## src/rtl/shifter_pkg.sv

```systemverilog
// Shared types and defaults for the operand-2 shifter.
// The fill selection maps each shift type onto the single right-shift chain.
package shifter_pkg;

  localparam int SHIFTER_WIDTH   = 32;
  localparam int SHIFTER_SHAMT_W = 5;

  typedef enum logic [1:0] {
    SH_LSL = 2'b00,
    SH_LSR = 2'b01,
    SH_ASR = 2'b10,
    SH_ROR = 2'b11
  } shift_type_e;

  typedef enum logic [1:0] {
    FILL_ZERO = 2'b00,
    FILL_SIGN = 2'b01,
    FILL_WRAP = 2'b10
  } fill_e;

  // LSL runs on the bit-reversed operand, so it needs zero fill like LSR.
  function automatic fill_e fill_for(input shift_type_e st);
    case (st)
      SH_ASR:  fill_for = FILL_SIGN;
      SH_ROR:  fill_for = FILL_WRAP;
      default: fill_for = FILL_ZERO;
    endcase
  endfunction

endpackage

```

## src/rtl/shifter_core.sv

```systemverilog
// Combinational log2 barrel shifter: one right-shift stage chain with a
// selectable fill source; LSL reverses bits around the same chain.
module shifter_core
  import shifter_pkg::*;
#(
  parameter int WIDTH   = SHIFTER_WIDTH,
  parameter int SHAMT_W = SHIFTER_SHAMT_W
) (
  input  logic [WIDTH-1:0]   rd2,
  input  logic [SHAMT_W-1:0] shift_amount,
  input  shift_type_e        shift_type,
  output logic [WIDTH-1:0]   result
);

  fill_e            fill_sel;
  logic             reverse;
  logic             sign;
  logic [WIDTH-1:0] rd2_rev;
  logic [WIDTH-1:0] chain_in;
  logic [WIDTH-1:0] chain_out;
  logic [WIDTH-1:0] chain_rev;

  assign fill_sel = fill_for(shift_type);
  assign reverse  = (shift_type == SH_LSL);
  assign sign     = (fill_sel == FILL_SIGN) && rd2[WIDTH-1];

  for (genvar i = 0; i < WIDTH; i++) begin : g_rev
    assign rd2_rev[i]   = rd2[WIDTH-1-i];
    assign chain_rev[i] = chain_out[WIDTH-1-i];
  end

  assign chain_in = reverse ? rd2_rev : rd2;

  // Stage k shifts right by 2**k; wrap fill takes the bits falling off the
  // bottom, so a zero shift amount never asks for a WIDTH-bit shift.
  for (genvar k = 0; k < SHAMT_W; k++) begin : g_stage
    localparam int S = 1 << k;
    logic [WIDTH-1:0] in_w;
    logic [WIDTH-1:0] out_w;
    logic [S-1:0]     fill;

    if (k == 0) begin : g_first
      assign in_w = chain_in;
    end else begin : g_next
      assign in_w = g_stage[k-1].out_w;
    end

    always_comb begin
      case (fill_sel)
        FILL_WRAP: fill = in_w[S-1:0];
        FILL_SIGN: fill = {S{sign}};
        default:   fill = '0;
      endcase
    end

    assign out_w = shift_amount[k] ? {fill, in_w[WIDTH-1:S]} : in_w;
  end

  assign chain_out = g_stage[SHAMT_W-1].out_w;
  assign result    = reverse ? chain_rev : chain_out;

endmodule

```

## src/rtl/shifter.sv

```systemverilog
// Operand-2 shifter: multiply bypass plus a registered barrel shift result.
// No handshake: one operation is accepted every cycle, result one cycle later.
module shifter
  import shifter_pkg::*;
#(
  parameter int WIDTH   = SHIFTER_WIDTH,
  parameter int SHAMT_W = SHIFTER_SHAMT_W
) (
  input  logic               clk,
  input  logic               rst_n,
  input  logic [SHAMT_W-1:0] shift_amount,
  input  logic [1:0]         shift_type,
  input  logic               mul,
  input  logic [WIDTH-1:0]   rd2,
  output logic [WIDTH-1:0]   data
);

  logic [WIDTH-1:0] shifted;
  logic [WIDTH-1:0] data_next;

  shifter_core #(
    .WIDTH   (WIDTH),
    .SHAMT_W (SHAMT_W)
  ) u_core (
    .rd2          (rd2),
    .shift_amount (shift_amount),
    .shift_type   (shift_type_e'(shift_type)),
    .result       (shifted)
  );

  assign data_next = mul ? rd2 : shifted;

  always_ff @(posedge clk or negedge rst_n) begin
    if (!rst_n) begin
      data <= '0;
    end else begin
      data <= data_next;
    end
  end

endmodule

```

## config.mk

```make
export PLATFORM = sky130hd
export DESIGN_NAME = shifter
export DESIGN_NICKNAME = d
export VERILOG_FILES = /design/src/rtl/shifter_pkg.sv /design/src/rtl/shifter_core.sv /design/src/rtl/shifter.sv
export SDC_FILE = /design/constraint.sdc
export NUM_CORES = 1
export LEC_CHECK = 0
export BUFFER_PORTS_ARGS = -buffer_cell sky130_fd_sc_hd__buf_4
export CORE_ASPECT_RATIO = 0.8
export CORE_MARGIN = 5
export CORE_UTILIZATION = 52
export DETAILED_ROUTE_END_ITERATION = 7
export GPL_ROUTABILITY_DRIVEN = 1
export PLACE_DENSITY = 0.78
export SYNTH_ARGS = -nofsm -noshare
export SYNTH_HDL_FRONTEND = slang
export SYNTH_SLANG_ARGS = --single-unit
```

## constraint.sdc

```tcl
create_clock -name clk -period 0.8 [get_ports clk]
set_clock_uncertainty 0.2 [all_clocks]
set_input_delay 0 -clock clk [delete_from_list [all_inputs] [get_ports clk]]
set_output_delay 0 -clock clk [all_outputs]
set_load 0.1 [all_outputs]
```

==> summary.txt, run 1 <==
Yosys
  – Yosys warning count: 0
  – Gate Count Post-Synth: 506
  – Asr flop ratio synth: 100.0%
  – Post-synthesis cell area: 4354 µm²
  – Syn Nets: 548
  – Ys flop type: dfrtp_1
  – Mapped Avg Cell Area: 8.605 µm²
  – Post-synth EDFFs: 0
  – Synth area leaders: dfrtp_1 18%, mux4_2 13%, nand2_1 5.0%, mux2i_1 4.8%, mux4_1 4.8%
  – Synth top area share: 18.39%
  – Sequential share of the synthesized area: 18.39%
  – Post-synth top area cell: dfrtp_1
  – Number of synthesized register bits: 32
  – Synth unique cells: 73

GRT
  – First-pass GRT wire length: 51580 µm
  – GR Util All Layers: 66.30%
  – Largest net degree at the start of global routing: 23
  – Total grt overflow: 1
  – Vias in the first global route: 8272

Place
  – Dpl ws: -1.901 ns
  – Global placement routability congestion: 1.256
  – Hpwl dp: 17360 µm
  – Port Buffers: 73

CTS
  – Root Buffer: clkbuf_8
  – H-Tree Depth: 2
  – CTS Sinks: 32
  – Clock tree buffer depth: 2
  – CTS Buf Count: 5

Die
  – # rows: 29
  – Initial Utilization: 54.05%
  – I/O pin total: 74
  – Die W: 112.3 µm
  – Die height: 91.85 µm

Run status
  – Error message: [ERROR GRT-0116] Global routing finished with congestion. Check the congestion regions in the DRC Viewer.
  – Status: stopped before the end
  – Stage where the run ended: global routing (5_1_grt)
==> cells in the mapped netlist, drive strengths merged (4+ instances only) <==
cell type / n
o211ai: 11
or2: 5
nand4: 4
a221o: 10
o311ai: 4
nand2: 58
o22ai: 16
mux2i: 21
nand3: 11
o21ai: 27
buf: 12
mux4: 34
a22o: 7
or3: 5
a211oi: 8
a21o: 7
a32oi: 6
dfrtp: 32
a221oi: 8
inv: 10
clkbuf: 35
o221ai: 10
a211o: 4
a22oi: 24
a21oi: 20
mux2: 4
nor3: 12
o31ai: 6
nor2: 36
o22a: 5
or3b: 4
==> cells by family after synthesis <==
group,after synthesis,share of synthesized area [%]
multiplexers,59,24.22
flip-flops,32,18.39
AO/OA/AOI/OAI,205,35.06
buffers and inverters,58,5.891
AND/OR/NAND/NOR,152,16.44
==> layer usage <==
metal / GRT overflow / global-route usage, %
met1: 0 / 66.38
met2: 0 / 80.80
met3: 0 / 58.68
met4: 1 / 58.76
met5: 0 / 17.14
==> per-stage QoR <==
step                area, µm²  TNS [ns]  cells
CTS                      7401    -55.50    856
global placement         6568    -57.56    833
floorplan                4603    -45.05    506
detailed placement       6568    -59.83    833
==> repair_timing <==
item	CTS
hold buffers	1
endpoints found under the hold margin	64
setup buffers	14
setup endpoints to repair	64
pin swaps	26
gates resized for setup	151
==> run 2, diff against run 1 <==
--- a/config.mk
+++ b/config.mk
@@ -6,12 +6,11 @@
 export NUM_CORES = 1
 export LEC_CHECK = 0
 export BUFFER_PORTS_ARGS = -buffer_cell sky130_fd_sc_hd__buf_4
-export CORE_ASPECT_RATIO = 0.8
 export CORE_MARGIN = 5
-export CORE_UTILIZATION = 52
+export CORE_UTILIZATION = 37
 export DETAILED_ROUTE_END_ITERATION = 7
 export GPL_ROUTABILITY_DRIVEN = 1
-export PLACE_DENSITY = 0.78
+export PLACE_DENSITY_LB_ADDON = 0.15
 export SYNTH_ARGS = -nofsm -noshare
 export SYNTH_HDL_FRONTEND = slang
 export SYNTH_SLANG_ARGS = --single-unit
==> constraint.sdc (replaced) <==
create_clock -name clk -period 1.05 [get_ports clk]
set_clock_uncertainty 0.2 [all_clocks]
set_input_delay 0 -clock clk [delete_from_list [all_inputs] [get_ports clk]]
set_output_delay 0 -clock clk [all_outputs]
set_load 0.1 [all_outputs]
==> summary.txt, run 2 <==
Yosys
  – Synth unique cells: 73
  – Post-synth EDFFs: 0
  – Mapped Avg Cell Area: 8.605 µm²
  – Post-synth top area cell: dfrtp_1
  – Sequential share of the synthesized area: 18.39%
  – Post-synthesis cell area: 4354 µm²
  – Syn Nets: 548
  – Asr flop ratio synth: 100.0%
  – Synth top area share: 18.39%
  – Yosys warning count: 0
  – Ys flop type: dfrtp_1
  – Post-synth top cells: 58 x nand2_1, 35 x clkbuf_1, 35 x nor2_1
  – Number of synthesized register bits: 32
  – Gate Count Post-Synth: 506
  – Synth area leaders: dfrtp_1 18%, mux4_2 13%, nand2_1 5.0%, mux2i_1 4.8%, mux4_1 4.8%
  – Most common cell in the netlist: nand2_1

Die
  – Die Area: 14040 µm²
  – Initial Utilization: 37.97%
  – Die W: 118.5 µm
  – Core area: 11470 µm²
  – Die height: 118.5 µm
  – # rows: 39
  – I/O pin total: 74

Layout
  – Area Overhead vs Synth: 81.47%
  – Antenna Cells: 0
  – Area of the multi-input gates: 3872 µm²
  – # fillers: 915
  – Most common cell after layout, fill and taps aside: buf_4
  – Final core occ: 68.90%
  – Share of cells above drive strength 1: 61.69%
  – Biggest register: data
  – Nets@finish: 832
  – Max reg flops: 32
  – Reg area: 839.6 µm²
  – Largest regs: data x32
  – Most frequent cells in the layout: 261 x buf_4, 53 x nand2_1, 31 x mux4_2, 31 x nor2_1, 31 x dfrtp_2

STA
  – RSZ-0062 raised after global routing: yes
  – Max frequency: 425.1 MHz
  – Slew Limit Fails: 0
  – Worst hold slack: -0.1054 ns
  – Fin. Hold Viols: 28
  – Final worst slack: -1.302 ns
  – Slew margin rel.: 59.23%
  – Period utilization: 224.0%
  – Worst-Margin Slew: 0.6093 ns
  – Min cycle time layout: 2.352 ns
  – Setup violations, final: 63

Power and ir drop
  – Logic pwr share: 63.5%
  – P_leak: 3.401 nW
  – Worst-case vdd ir drop: 0.001339 V
  – Power Internal: 0.004848 W
  – Pwr Density: 1111 nW/µm²
  – Sw frac: 44.75%
  – Clock Power Share: 19.5%
  – Switching power: 0.003927 W
  – Part of the power in registers: 17.0%
  – Total power: 0.008775 W

GRT
  – Met1 Usage GRT: 41.89%
  – Grt peak-use layer: met2
  – First-pass GRT wire length: 37140 µm
  – Vias in the first global route: 6275
  – Initial antenna violation count: 0
  – Met3 GRT Util: 10.74%
  – Total grt overflow: 0
  – GR Util All Layers: 34.00%
  – Met2 Usage GRT: 52.85%
  – Largest net degree at the start of global routing: 33

Setup path
  – Critical path's most frequent cell: mux4_2
  – Crit-path leading delay family: multiplexers
  – Crit path depth: 9
  – Crit start category: input pin
  – Slowest-stage cell, CP: mux4_2
  – Critical path endpoint category: register
  – Crit-path max FO: 11
  – Required time of the critical path: 1.01 ns
  – Max incr delay on CP: 0.57 ns
  – Arr. time, crit path: 2.31 ns
  – Worst Path Buf+Inv: 2
  – WS Path Type: input pin to register
  – Crit path cell chain: buf_8 -> nor2_4 -> buf_12 -> mux4_2 -> mux4_2 -> mux2_4 -> o21ai_2 -> a211oi_1 -> a221o_1

Drt
  – Initial DRC count: 590
  – Antenna Nets Post-Route: 0
  – Via Count: 6202
  – Routed WL: 24690 µm
  – Per-cell routed wire length: 26.44 µm
  – Via/cell ratio: 6.640
  – Drc violations: 0
  – DR pass1 iterations: 7

CTS
  – Root Buffer: clkbuf_16
  – H-Tree Depth: 2
  – CTS tree: built
  – CTS Buf Count: 5
  – Cts hold-fix bufs: 8
  – Clk pin slew, worst setup/hold paths: 0.05 ns
  – Clock tree buffer depth: 2
  – CTS Sinks: 32

Run status
  – Violated checks: hold timing, setup timing
  – Status: complete, but fails checks

Place
  – Global placement routability congestion: 1.032
  – Dpl ws: -1.683 ns
  – Hpwl dp: 19420 µm
  – Port Buffers: 73

Run
  – Max-cap violations: 0

Min path
  – Hold crit path type: input pin to register
  – Min-Delay Path Depth: 2
## run 2: power by group through the flow
stage | sequential, W | clock, W | combinational, W
after floorplan | 0.00255 | 0 | 0.00163
after detailed placement | 0.00146 | 0 | 0.00464
after global placement | 0.00146 | 0 | 0.00462
after global routing | 0.00151 | 0.00177 | 0.00577
after CTS | 0.00149 | 0.00172 | 0.00522
final | 0.00150 | 0.00171 | 0.00557
## run 2: worst paths after layout
| kind | start | slack [ns] | end |
|---|---|---|---|
| min in group asynchronous | rst_n | 0 | data[21] |
| min | rd2[26] | -0.11 | data[26] |
| max in group asynchronous | rst_n | 0.31 | data[10] |
| max | shift_type[0] | -1.30 | data[26] |
## run 2: logic make-up after synthesis
group / share of synthesized area [%]
multiplexers: 24.22
AO/OA/AOI/OAI: 35.06
flip-flops: 18.39
AND/OR/NAND/NOR: 16.44
buffers and inverters: 5.891
## run 2: cell type report
type,instances,share of cell area [%]
multi-input combinational,416,49.01
timing repair buffer,324,35.44
clock buffer,5,1.584
tap,143,2.264
sequential,32,10.63
clock inverter,3,0.5384
inverter,11,0.5384
## run 2: metal layers
metal  vias up  routed length [µm]
li1       2648                   -
met1      3048                9362
met2       399               11210
met3       107                2607
met4         0                1510
met5         -                   0
## run 2: repair_timing
item                                    CTS  global route
cloned                                    0             0
resized for setup                       133            48
endpoints found under the setup margin   64            64
pin swaps                                22            23
endpoints found under the hold margin    61            18
buffers inserted                         20             9
## run 2: per-stage QoR
stage	instances	instance area [µm²]	TNS [ns]
finish	934	7901	-37.81
floorplan	506	4522	-37.12
CTS	926	7622	-36.85
global placement	891	6665	-49.33
detailed placement	891	6665	-49.67
global route	934	7901	-40.60
No activity file was read; power rests on OpenSTA's default activity.
==> run 3, diff against run 2 <==
--- a/config.mk
+++ b/config.mk
@@ -13,4 +13,5 @@
 export PLACE_DENSITY_LB_ADDON = 0.15
 export SYNTH_ARGS = -nofsm -noshare
 export SYNTH_HDL_FRONTEND = slang
+export SYNTH_HIERARCHICAL = 1
 export SYNTH_SLANG_ARGS = --single-unit
==> constraint.sdc (replaced) <==
create_clock -name clk -period 1.05 [get_ports clk]
set_clock_uncertainty 0.2 [all_clocks]
set_input_delay 0.1575 -clock clk [delete_from_list [all_inputs] [get_ports clk]]
set_output_delay 0.1575 -clock clk [all_outputs]
set_load 0.1 [all_outputs]
==> summary.txt, run 3 <==
Die
  – Die Area: 14700 µm²
  – Die height: 121.3 µm
  – Core area: 12060 µm²
  – Die W: 121.3 µm
  – # rows: 40
  – Initial Utilization: 37.97%
  – I/O pin total: 74

Power and ir drop
  – Power Internal: 0.005073 W
  – Clock Power Share: 20.1%
  – P_leak: 3.281 nW
  – Sw frac: 42.25%
  – Pwr Density: 1171 nW/µm²
  – Switching power: 0.003712 W
  – Logic pwr share: 62.6%
  – Part of the power in registers: 17.3%
  – Worst-case vdd ir drop: 0.0005339 V

Layout
  – Max reg flops: 32
  – Final core occ: 62.21%
  – Nets@finish: 758
  – Biggest register: data
  – Share of cells above drive strength 1: 64.16%
  – Antenna Cells: 0
  – Area Overhead vs Synth: 63.85%
  – # fillers: 1025
  – Most common cell after layout, fill and taps aside: buf_4
  – Most frequent cells in the layout: 220 x buf_4, 55 x nand2_1, 45 x mux4_2
  – Largest regs: data x32

Yosys
  – Post-synth top cells: 62 x nand2_1, 38 x mux4_2, 35 x nor2_1
  – Number of synthesized register bits: 32
  – Synth unique cells: 62
  – Post-synth EDFFs: 0
  – Yosys warning count: 6
  – Gate Count Post-Synth: 479
  – Asr flop ratio synth: 100.0%
  – Synth top area share: 18.69%
  – Ys flop type: dfrtp_1
  – Synth area leaders: mux4_2 19%, dfrtp_1 17%, mux2_4 10%, mux2i_1 6.1%, nand2_1 5.1%
  – Most common cell in the netlist: nand2_1
  – Post-synthesis cell area: 4579 µm²
  – Syn Nets: 521
  – Post-synth top area cell: mux4_2
  – Mapped Avg Cell Area: 9.560 µm²
  – Sequential share of the synthesized area: 17.49%

Drt
  – Drc violations: 0
  – Met1 wire length: 8633 µm
  – Met2 wire len: 9743 µm
  – DR pass1 iterations: 5
  – Highest Signal Layer: met4
  – Via/cell ratio: 6.012
  – Antenna Nets Post-Route: 0
  – Met3 WL post-DR: 1536 µm
  – Via Count: 5321
  – Routed WL: 20350 µm
  – Initial DRC count: 500
  – Per-cell routed wire length: 23.00 µm

STA
  – Period utilization: 257.9%
  – Setup violations, final: 64
  – Slew Limit Fails: 0
  – Worst-Margin Slew: 0.6582 ns
  – Slew margin rel.: 55.79%
  – Max frequency: 369.3 MHz
  – RSZ-0062 raised after global routing: yes
  – Final worst slack: -1.658 ns
  – Fin. Hold Viols: 5
  – Worst hold slack: -0.02535 ns
  – Min cycle time layout: 2.708 ns
  – Setup TNS Final: -55.52 ns

Setup path
  – Critical path endpoint category: register
  – WS Path Type: input pin to register
  – Required time of the critical path: 1.01 ns
  – Arr. time, crit path: 2.67 ns
  – Slowest-stage cell, CP: mux4_2
  – Crit path cell chain: buf_8 -> nor2_4 -> buf_12 -> mux4_2 -> buf_4 -> mux4_2 -> nor2b_1 -> a31o_2 -> o22ai_2 -> a211oi_1 -> mux2_4
  – Max incr delay on CP: 0.52 ns
  – Crit start category: input pin
  – Critical path's most frequent cell: mux4_2
  – Crit-path max FO: 12

GRT
  – Largest net degree at the start of global routing: 40
  – Total grt overflow: 0
  – First-pass GRT wire length: 31350 µm
  – GR Util All Layers: 27.85%
  – Initial antenna violation count: 1
  – Vias in the first global route: 5307

CTS
  – Clock tree buffer depth: 2
  – Clk pin slew, worst setup/hold paths: 0.05 ns
  – CTS Buf Count: 5
  – H-Tree Depth: 2
  – CTS tree: built
  – Root Buffer: clkbuf_16
  – Cts hold-fix bufs: 1
  – CTS Sinks: 32

Place
  – Global placement routability congestion: 0.9984
  – Port Buffers: 73
  – Hpwl dp: 16430 µm
  – Dpl ws: -2.106 ns

Run
  – Max-cap violations: 0

Min path
  – Hold crit path type: input pin to register
  – Min-Delay Path Depth: 2
  – Hold path startpoint: rd2[12]
  – Hold endpoint: data[12]

Run status
  – Violated checks: hold timing, setup timing
  – Status: complete, but fails checks
-- run 3: per-stage QoR --
stage | instances | total power (W) | instance area, µm²
detailed placement | 859 | 0.006291 | 6624
CTS | 880 | 0.008537 | 7283
floorplan | 479 | 0.004494 | 4663
global route | 885 | 0.009116 | 7503
global placement | 859 | 0.006276 | 6624
finish | 885 | 0.008784 | 7503
-- run 3: per-layer routing --
layer | vias to the layer above | global-route usage (%)
met5 | - | 0
met4 | 0 | 7.703
met3 | 32 | 4.196
met2 | 290 | 45.61
met1 | 2628 | 38.37
li1 | 2371 | -
-- run 3: how the worst max path moves through the flow --
stage                          end          start
after CTS                 data[19]  shift_type[0]
after global routing      data[26]  shift_type[0]
after global placement    data[30]  shift_type[0]
after detailed placement  data[30]  shift_type[0]
final                     data[25]  shift_type[0]
after floorplan           data[26]  shift_type[0]
-- run 3: power groups by stage --
stage | Clock [W] | Sequential [W] | Combinational, W
2_1_floorplan | 0 | 0.00265 | 0.00185
3_3_place_gp | 0 | 0.00148 | 0.00480
3_5_place_dp | 0 | 0.00148 | 0.00481
4_1_cts | 0.00180 | 0.00151 | 0.00523
5_1_grt | 0.00186 | 0.00153 | 0.00572
6_report | 0.00177 | 0.00152 | 0.00550
-- run 3: critical path: cells and delay by family --
family / cells / cell delay [ns]
multiplexers: 3 / 1.27
buffers and inverters: 3 / 0.42
AND/OR/NAND/NOR: 2 / 0.27
AO/OA/AOI/OAI: 3 / 0.53
-- run 3: what timing repair did --
| item | in CTS | in global routing |
|---|---|---|
| endpoints found under the setup margin | 64 | 64 |
| resized for setup | 102 | 44 |
| gates cloned | 0 | 0 |
| pin swaps | 12 | 13 |
| hold endpoints to repair | 37 | 5 |
| buffers inserted | 12 | 5 |
-- run 3: area by class of cell --
class | count | area [µm²] | share of cell area, %
Multi-Input combinational cell | 396 | 3787 | 50.48
Timing Repair Buffer | 275 | 2461 | 32.80
Sequential cell | 32 | 839.6 | 11.19
Tap cell | 168 | 210.2 | 2.801
Clock buffer | 7 | 152.6 | 2.034
Clock inverter | 1 | 30.03 | 0.4002
Inverter | 6 | 22.52 | 0.3001
-- run 3: logic make-up (layout without fill, tap and decap cells) --
| logic type | Yosys count | in the layout | synth area share (%) |
|---|---|---|---|
| AO/OA/AOI/OAI | 148 | 148 | 22.05 |
| AND/OR/NAND/NOR | 135 | 135 | 13.20 |
| multiplexers | 113 | 113 | 41.20 |
| buffers and inverters | 51 | 289 | 6.065 |
| flip-flops | 32 | 32 | 17.49 |
==> run 4, diff against run 3 <==
--- a/config.mk
+++ b/config.mk
@@ -5,7 +5,7 @@
 export SDC_FILE = /design/constraint.sdc
 export NUM_CORES = 1
 export LEC_CHECK = 0
-export BUFFER_PORTS_ARGS = -buffer_cell sky130_fd_sc_hd__buf_4
+export BUFFER_PORTS_ARGS = -buffer_cell sky130_fd_sc_hd__buf_2
 export CORE_MARGIN = 5
 export CORE_UTILIZATION = 37
 export DETAILED_ROUTE_END_ITERATION = 7
==> summary.txt, run 4 (synthesis gave the netlist of run 3 again) <==
Run status
  – Status: complete, but fails checks
  – Violated checks: setup timing

Drt
  – Via/cell ratio: 6.199
  – Routed WL: 20700 µm
  – Per-cell routed wire length: 23.82 µm
  – DR pass1 iterations: 7
  – Drc violations: 0
  – Antenna Nets Post-Route: 0
  – Initial DRC count: 532
  – Via Count: 5387

STA
  – Final worst slack: -1.699 ns
  – Period utilization: 261.8%
  – RSZ-0062 raised after global routing: yes
  – Worst hold slack: 0.02795 ns
  – Slew margin rel.: 52.78%
  – Slew Limit Fails: 0
  – Max frequency: 363.7 MHz
  – Fin. Hold Viols: 0
  – Setup violations, final: 64
  – Worst-Margin Slew: 0.7057 ns
  – Min cycle time layout: 2.749 ns

Power and ir drop
  – Pwr Density: 1145 nW/µm²
  – Worst-case vdd ir drop: 0.0005378 V
  – Total power: 0.008445 W
  – P_leak: 3.205 nW

Run
  – Max-cap violations: 0

Setup path
  – Required time of the critical path: 1.00 ns
  – WS Path Type: input pin to register
  – Arr. time, crit path: 2.70 ns
  – Crit-path max FO: 8
  – Critical path endpoint category: register
  – Crit start category: input pin

GRT
  – First-pass GRT wire length: 31180 µm
  – Total grt overflow: 0
  – Vias in the first global route: 5210
  – Largest net degree at the start of global routing: 38
  – GR Util All Layers: 27.96%
  – Initial antenna violation count: 0

Layout
  – # fillers: 1024
  – Biggest register: data
  – Most common cell after layout, fill and taps aside: buf_4
  – Nets@finish: 742
  – Final core occ: 61.17%
  – Share of cells above drive strength 1: 60.49%
  – Layout Cells excl Fill: 869
  – Largest regs: data x32
  – Area Overhead vs Synth: 61.12%
  – Most frequent cells in the layout: 167 x buf_4, 61 x nand2_1, 44 x buf_12, 44 x mux4_2, 39 x buf_2
  – Max reg flops: 32
  – Antenna Cells: 0

CTS
  – CTS Sinks: 32
  – Root Buffer: clkbuf_16
  – CTS Buf Count: 5
  – H-Tree Depth: 2
  – CTS tree: built
  – Clock tree buffer depth: 2
  – Clk pin slew, worst setup/hold paths: 0.05 ns

Place
  – Placed Cells: 854
  – Hpwl dp: 16790 µm
  – Global placement routability congestion: 1.020
  – Port Buffers: 73

Die
  – Die height: 121.3 µm
  – I/O pin total: 74
  – Core area: 12060 µm²
  – Die W: 121.3 µm
  – # rows: 40
  – Die Area: 14700 µm²
  – Initial Utilization: 37.97%

Min path
  – Hold endpoint: data[12]
  – Hold path startpoint: rd2[12]
  – Hold crit path type: input pin to register
  – Min-Delay Path Depth: 2
run 4: changes by cell type in the layout (fill, tap and decap cells not counted), moves of 6 or more:
cell	before	now
buf_12	15	44
buf_2	0	39
buf_4	220	167
buf_6	23	6
buf_8	16	2
nand2_1	55	61
nand2_2	7	1
run 4: area by class of cell:
cell class	instances	area (µm²)	area share (%)
Clock inverter	1	5.005	0.06783
Timing Repair Buffer	259	2437	33.03
Tap cell	168	210.2	2.849
Sequential cell	32	839.6	11.38
Inverter	6	22.52	0.3052
Multi-Input combinational cell	396	3731	50.57
Clock buffer	7	132.6	1.798
run 4: what timing repair did:
action / CTS / global route
cloned: 0 / 0
gates resized for setup: 34 / 32
endpoints found under the setup margin: 64 / 64
hold endpoints to repair: 32 / 0
buffers inserted: 1 / 5
pin swaps: 9 / 9
hold buffers: 1 / 0
run 4: worst max-delay path by stage:
stage | slack, ns | end | startpoint | cells after the start
3_3_place_gp | -2.08 | data[31] | shift_type[0] | 11
3_5_place_dp | -2.05 | data[31] | shift_type[0] | 11
4_1_cts | -1.70 | data[31] | shift_type[1] | 11
5_1_grt | -1.79 | data[31] | shift_type[1] | 11
2_1_floorplan | -2.01 | data[26] | shift_type[0] | 10
6_report | -1.70 | data[31] | shift_type[1] | 11
run 4: power by group:
| group | switching, W | internal [W] | total, W |
|---|---|---|---|
| combinational | 0.00306 | 0.00247 | 0.00553 |
| sequential | 0.000132 | 0.00142 | 0.00155 |
| clock | 0.000492 | 0.000873 | 0.00136 |
run 4: stage by stage:
step / area [µm²] / setup WS, ns / TNS [ns]
floorplan: 4663 / -2.005 / -53.96
global placement: 6909 / -2.080 / -60.90
detailed placement: 6909 / -2.048 / -61.79
CTS: 7183 / -1.695 / -55.89
global route: 7378 / -1.789 / -59.21
finish: 7378 / -1.699 / -56.15
run 4: layer usage:
metal / vias to the layer above / wire length [µm] / track usage (%)
li1: 2337 / - / -
met1: 2683 / 8605 / 39.45
met2: 316 / 9658 / 44.98
met3: 51 / 1766 / 3.450
met4: 0 / 668 / 8.333
met5: - / 0 / 0
run 4: worst max-delay path: stages:
cell and delay, ns:
buf_8 0.10, or2_4 0.31, mux4_2 0.49, a222oi_1 0.55
buf_4 0.22, a21oi_2 0.05, o22ai_1 0.11, buf_4 0.15
mux2i_1 0.07, o211a_1 0.22, mux2_4 0.26
